## src/rtl/cpu_nios2_qsys_0_oci_dct_pkg.sv

```systemverilog
// Shared types and width constants for the OCI trace-atom packer.
package cpu_nios2_qsys_0_oci_dct_pkg;

    typedef enum logic [1:0] {
        ST_FILL = 2'd0,
        ST_HOLD = 2'd1,
        ST_DONE = 2'd2
    } dct_state_e;

    localparam int DCT_ATOM_W_DEF      = 2;
    localparam int DCT_FRAME_ATOMS_DEF = 15;
    localparam int DCT_BUF_W           = 30;
    localparam int DCT_CNT_W           = 4;

endpackage

```

## src/rtl/cpu_nios2_qsys_0_oci_dct_packer.sv

```systemverilog
// Packs trace atoms into a 30-bit frame (newest atom in the LSBs) and hands the
// frame downstream with a valid/ready handshake; supports flush and end-of-test drain.
module cpu_nios2_qsys_0_oci_dct_packer
    import cpu_nios2_qsys_0_oci_dct_pkg::*;
#(
    parameter int ATOM_W      = DCT_ATOM_W_DEF,
    parameter int FRAME_ATOMS = DCT_FRAME_ATOMS_DEF
) (
    input  logic                 clk,
    input  logic                 reset,
    input  logic                 atom_valid,
    input  logic [ATOM_W-1:0]    atom,
    output logic                 atom_ready,
    input  logic                 flush,
    input  logic                 test_ending,
    output logic [DCT_BUF_W-1:0] dct_buffer,
    output logic [DCT_CNT_W-1:0] dct_count,
    output logic                 frame_valid,
    input  logic                 frame_ready,
    output logic                 test_has_ended
);

    localparam logic [DCT_CNT_W-1:0] FULL_CNT = DCT_CNT_W'(FRAME_ATOMS);

    dct_state_e              r_state;
    logic [DCT_BUF_W-1:0]    r_buf;
    logic [DCT_CNT_W-1:0]    r_cnt;

    dct_state_e              w_state_nxt;
    logic [DCT_BUF_W-1:0]    w_buf_nxt;
    logic [DCT_CNT_W-1:0]    w_cnt_nxt;
    logic [DCT_CNT_W-1:0]    w_cnt_acc;
    logic                    w_accept;

    // Reset gates atom_ready so nothing is accepted on the reset edge.
    assign atom_ready = (r_state == ST_FILL) && !test_ending && !reset;
    assign w_accept   = atom_valid && atom_ready;
    assign w_cnt_acc  = r_cnt + DCT_CNT_W'(w_accept);

    assign dct_buffer     = r_buf;
    assign dct_count      = r_cnt;
    assign frame_valid    = (r_state == ST_HOLD);
    assign test_has_ended = (r_state == ST_DONE);

    always_comb begin
        w_state_nxt = r_state;
        w_buf_nxt   = r_buf;
        w_cnt_nxt   = r_cnt;
        unique case (r_state)
            ST_FILL: begin
                if (w_accept) begin
                    w_buf_nxt = {r_buf[DCT_BUF_W-ATOM_W-1:0], atom};
                    w_cnt_nxt = w_cnt_acc;
                end
                // A flush on the accepting edge still closes the frame with that atom in it.
                if (w_cnt_acc == FULL_CNT) begin
                    w_state_nxt = ST_HOLD;
                end else if (flush && (w_cnt_acc != '0)) begin
                    w_state_nxt = ST_HOLD;
                end else if (test_ending) begin
                    w_state_nxt = (r_cnt != '0) ? ST_HOLD : ST_DONE;
                end
            end
            ST_HOLD: begin
                if (frame_ready) begin
                    w_buf_nxt   = '0;
                    w_cnt_nxt   = '0;
                    w_state_nxt = test_ending ? ST_DONE : ST_FILL;
                end
            end
            ST_DONE: begin
                w_state_nxt = ST_DONE;
            end
            default: begin
                w_state_nxt = ST_FILL;
            end
        endcase
    end

    always_ff @(posedge clk) begin
        if (reset) begin
            r_state <= ST_FILL;
            r_buf   <= '0;
            r_cnt   <= '0;
        end else begin
            r_state <= w_state_nxt;
            r_buf   <= w_buf_nxt;
            r_cnt   <= w_cnt_nxt;
        end
    end

endmodule
```

## config.mk

```make
export PLATFORM = sky130hd
export DESIGN_NAME = cpu_nios2_qsys_0_oci_dct_packer
export DESIGN_NICKNAME = d
export VERILOG_FILES = /design/src/rtl/cpu_nios2_qsys_0_oci_dct_pkg.sv /design/src/rtl/cpu_nios2_qsys_0_oci_dct_packer.sv
export SDC_FILE = /design/constraint.sdc
export NUM_CORES = 1
export LEC_CHECK = 0
export CAP_MARGIN = 20
export CORE_MARGIN = 1.5
export CORE_UTILIZATION = 45
export CTS_CLUSTER_SIZE = 28
export DETAILED_ROUTE_END_ITERATION = 8
export DONT_BUFFER_PORTS = 1
export GPL_ROUTABILITY_DRIVEN = 0
export MAX_ROUTING_LAYER = met4
export PLACE_DENSITY = 0.67
export SKIP_LAST_GASP = 1
export SLEW_MARGIN = 20
export SYNTH_ARGS = -nofsm -noshare
export SYNTH_HDL_FRONTEND = slang
export SYNTH_SLANG_ARGS = --single-unit
```

## constraint.sdc

```tcl
create_clock -name clk -period 4.4 [get_ports clk]
set_clock_uncertainty 0.2 [all_clocks]
set_input_delay 0.44 -clock clk [delete_from_list [all_inputs] [get_ports clk]]
set_output_delay 0.44 -clock clk [all_outputs]
set_load 0.02 [all_outputs]
```

==> results by group <==
CTS
  • Worst skew pair latency: 0.34 ns
  • Clock sinks: 36
  • Post-CTS setup buffer count: 0
  • Reg clk slew, reported paths: 0.11 ns
  • Post-cts resize count: 0
  • CTS tree: built
  • TritonCTS buffer count: 5
  • CTS max path bufs: 2
  • H-tree levels: 2
  • Clk Tree Root Cell: clkbuf_4
  • Hold-fix buffers at CTS: 1

Synth
  • Post-Syn Area: 0.00146 mm2
  • Post-synth top flop: dfxtp_1
  • FFs w/ async S/R, synth: 0
  • Syn nets: 157
  • Count of cell types in the netlist: 31
  • Post-synthesis mux area share: 0.00687
  • Synth Area in Adders: 0.0172
  • Ys Warns: 0
  • Top cells by instance count after synthesis: dfxtp_1, nor2_1, a22oi_1
  • Post-synth EDFFs: 0
  • Post-Synth XOR/XNOR Area: 0.0120
  • Main combinational cell family by area after synthesis: compound AO/OA/AOI/OAI gates
  • Share of the synthesized area in the top cell type: 0.495
  • Gate Count Post-Synth: 147
  • Ranking of synthesized cells by area: dfxtp_1, a22oi_1, nor2_1, buf_6, ha_1
  • Simple-gate share of the synthesized area: 0.155
  • Seq/Total Area, Yosys: 0.495
  • Largest area contributor in the netlist: dfxtp_1
  • Compound-Gate Fraction of Synth Area: 0.231
  • Seq cells post-synth: 36
  • Top-count cell post-synth: dfxtp_1
  • Syn Area/Cell: 9.91 um2

Setup path
  • WS Path Type: reg2reg
  • Number of cells on the worst reg-to-reg path: 10
  • Required @ worst endpoint: 4.43 ns
  • Setup crit end kind: flip-flop
  • CP Launch Point: r_state[0]$_SDFFE_PP0P_
  • CP Max Fanout: 38
  • Crit Reg-Reg Endpoint: r_state[1]$_SDFFE_PP0P_
  • Flop2flop setup slack: 1.14 ns
  • Arr. time, crit path: 3.29 ns
  • CP Launch Type: flip-flop
  • Worst R2R Start: r_state[0]$_SDFFE_PP0P_

Pwr
  • Pwr dens: 406 mW/mm2
  • Sequential Power Share: 0.532
  • Max VDD drop: 0.000207 V
  • Switching share of power: 0.216
  • Power Internal: 488 uW
  • Sw Pwr: 134 uW
  • Comb pwr share: 0.048
  • Clock network fraction of design power: 0.419
  • P_leak: 0.559 nW

Cells and area
  • Nets@finish: 154
  • Area Overhead vs Synth: 5.07%
  • Inserted Diodes: 0
  • Fraction of layout cells with a size suffix above 1: 0.103

Outcome
  • Status: finished clean

Timing
  • Final max-slew violation count: 0
  • Unrepaired setup endpoints after global routing: false
  • Final period util: 0.742
  • Hold Vio Cnt, Final: 0
  • Slew at the pin closest to its max-slew limit: 0.437 ns
  • Setup TNS Final: 0 ns
  • Worst hold margin: 0.00488 ns
  • Final setup fails: 0
  • Max_slew headroom: 0.708
  • Min Tclk post-route: 3.26 ns
  • Max Freq: 0.306 GHz

Min path
  • Worst hold path endpoint: r_state[0]$_SDFFE_PP0P_
  • Hold Crit Depth: 1
  • Hold Crit Class: in2reg
  • Hold Crit Start: frame_ready

Global route
  • Total grt overflow: 0
  • Initial antenna violation count: 0
  • Largest net degree at the start of global routing: 39
  • Global-route wire length before repair: 4750 um
  • Vias in the first global route: 1006
  • Gr usage total: 0.183

Detailed routing
  • Pre-Repair DR Iteration Count: 4
  • Routed wire length: 2940 um
  • DRC: 0
  • DR iter-0 viols: 35
  • Vias per cell: 5.65
  • Per-cell routed wire length: 15.5 um
  • Final ANT Viol Nets: 0
  • Vias post-DR: 1068

Place
  • DP Wirelength: 1840 um
  • Port bufs: 0

Floorplan
  • Die span in y: 59.9 um
  • Total core area: 0.00305 mm2
  • Die width: 59.9 um
  • Starting Density: 0.477
  • DIE AREA: 0.00359 mm2
  • # IOs: 45
  • FP Rows: 20

Run
  • Max_cap viols: 0
==> area by class of cell <==
class | count | area [um2]
tap | 44 | 55.1
clock buffer | 7 | 65.1
multi-input combinational | 97 | 621
clock inverter | 1 | 30.0
sequential | 36 | 721
fill | 299 | 1520
inverter | 1 | 3.75
timing repair buffer | 3 | 35.0
==> per-layer routing <==
metal / wire [um] / up-vias / global-route usage
met2: 1320 / 33 / 0.258
met3: 240 / 7 / 0.0693
li1: - / 524 / -
met1: 1330 / 504 / 0.228
met5: 0 / - / -
met4: 45 / 0 / 0.0889
==> power groups by stage <==
stage | registers, mW | logic [mW] | clock network (mW)
floorplan | 0.338 | 0.0293 | 0
global placement | 0.338 | 0.0226 | 0
detailed placement | 0.339 | 0.0236 | 0
CTS | 0.331 | 0.0303 | 0.266
global route | 0.332 | 0.0334 | 0.280
finish | 0.331 | 0.0302 | 0.261
==> state kept, by name, indices dropped and copies added, names as in the netlist <==
name and flops:
r_state 2, dct_count 4, dct_buffer 30
==> through the flow <==
stage / cells / worst slack (ns) / power, mW / instance area, um2 / utilization
after CTS: 189 / 1.14 / 0.627 / 1530 / 0.501
after global placement: 180 / 1.35 / 0.361 / 1420 / 0.464
after detailed placement: 180 / 1.17 / 0.362 / 1420 / 0.464
after global routing: 189 / 0.937 / 0.645 / 1530 / 0.501
after floorplan: 147 / 1.49 / 0.367 / 1460 / -
final: 189 / 1.14 / 0.622 / 1530 / 0.501
==> how the worst max path moves through the flow <==
stage,end,slack [ns],cells after the start
floorplan,r_state[1]$_SDFFE_PP0P_,1.49,12
global placement,r_state[1]$_SDFFE_PP0P_,1.35,10
detailed placement,r_state[1]$_SDFFE_PP0P_,1.17,10
CTS,r_state[1]$_SDFFE_PP0P_,1.14,10
global route,r_state[1]$_SDFFE_PP0P_,0.94,10
finish,r_state[1]$_SDFFE_PP0P_,1.14,10
==> critical path: stages (launching register included) <==
cell       delay [ns]
dfxtp_1          0.40
or3_4            0.43
nor3b_4          0.18
buf_4            0.38
ha_1             0.25
ha_1             0.21
xor2_1           0.10
and3_1           0.22
a211oi_2         0.29
a221oi_1         0.12
a2111oi_1        0.37
==> cell families (layout without fill, tap and decap cells) <==
family	Yosys count	after routing
simple gates	48	48
compound gates	44	44
flops	36	36
buf+inv	14	12
fa+ha+maj	2	2
xor+xnor	2	2
mux	1	1
==> cell usage in the layout, fill, tap and decap left out <==
cell type  synthesis  routed
dfxtp_1           36      36
nor2_1            35      35
a22oi_1           32      32
clkbuf_4           0       5
nor2b_1            2       2
and3_1             2       2
xor2_1             2       2
o21ai_1            2       2
nand3b_1           2       2
a21oi_1            2       2
ha_1               2       2
clkbuf_8           0       2
buf_4              2       2
or3_4              1       1
nor3b_4            0       1
inv_1              1       1
a31oi_2            1       1
nor3_1             1       1
nand2_1            1       1
nand2b_1           1       1
mux2i_1            1       1
o31a_1             1       1
a211oi_2           1       1
or4_1              1       1
a221oi_1           1       1
a21boi_0           1       1
a2111oi_1          1       1
and2b_1            1       1
o21a_1             1       1
a2111oi_0          1       1
bufinv_16          0       1
buf_12             1       1
No activity file was read; power rests on OpenSTA's default activity.
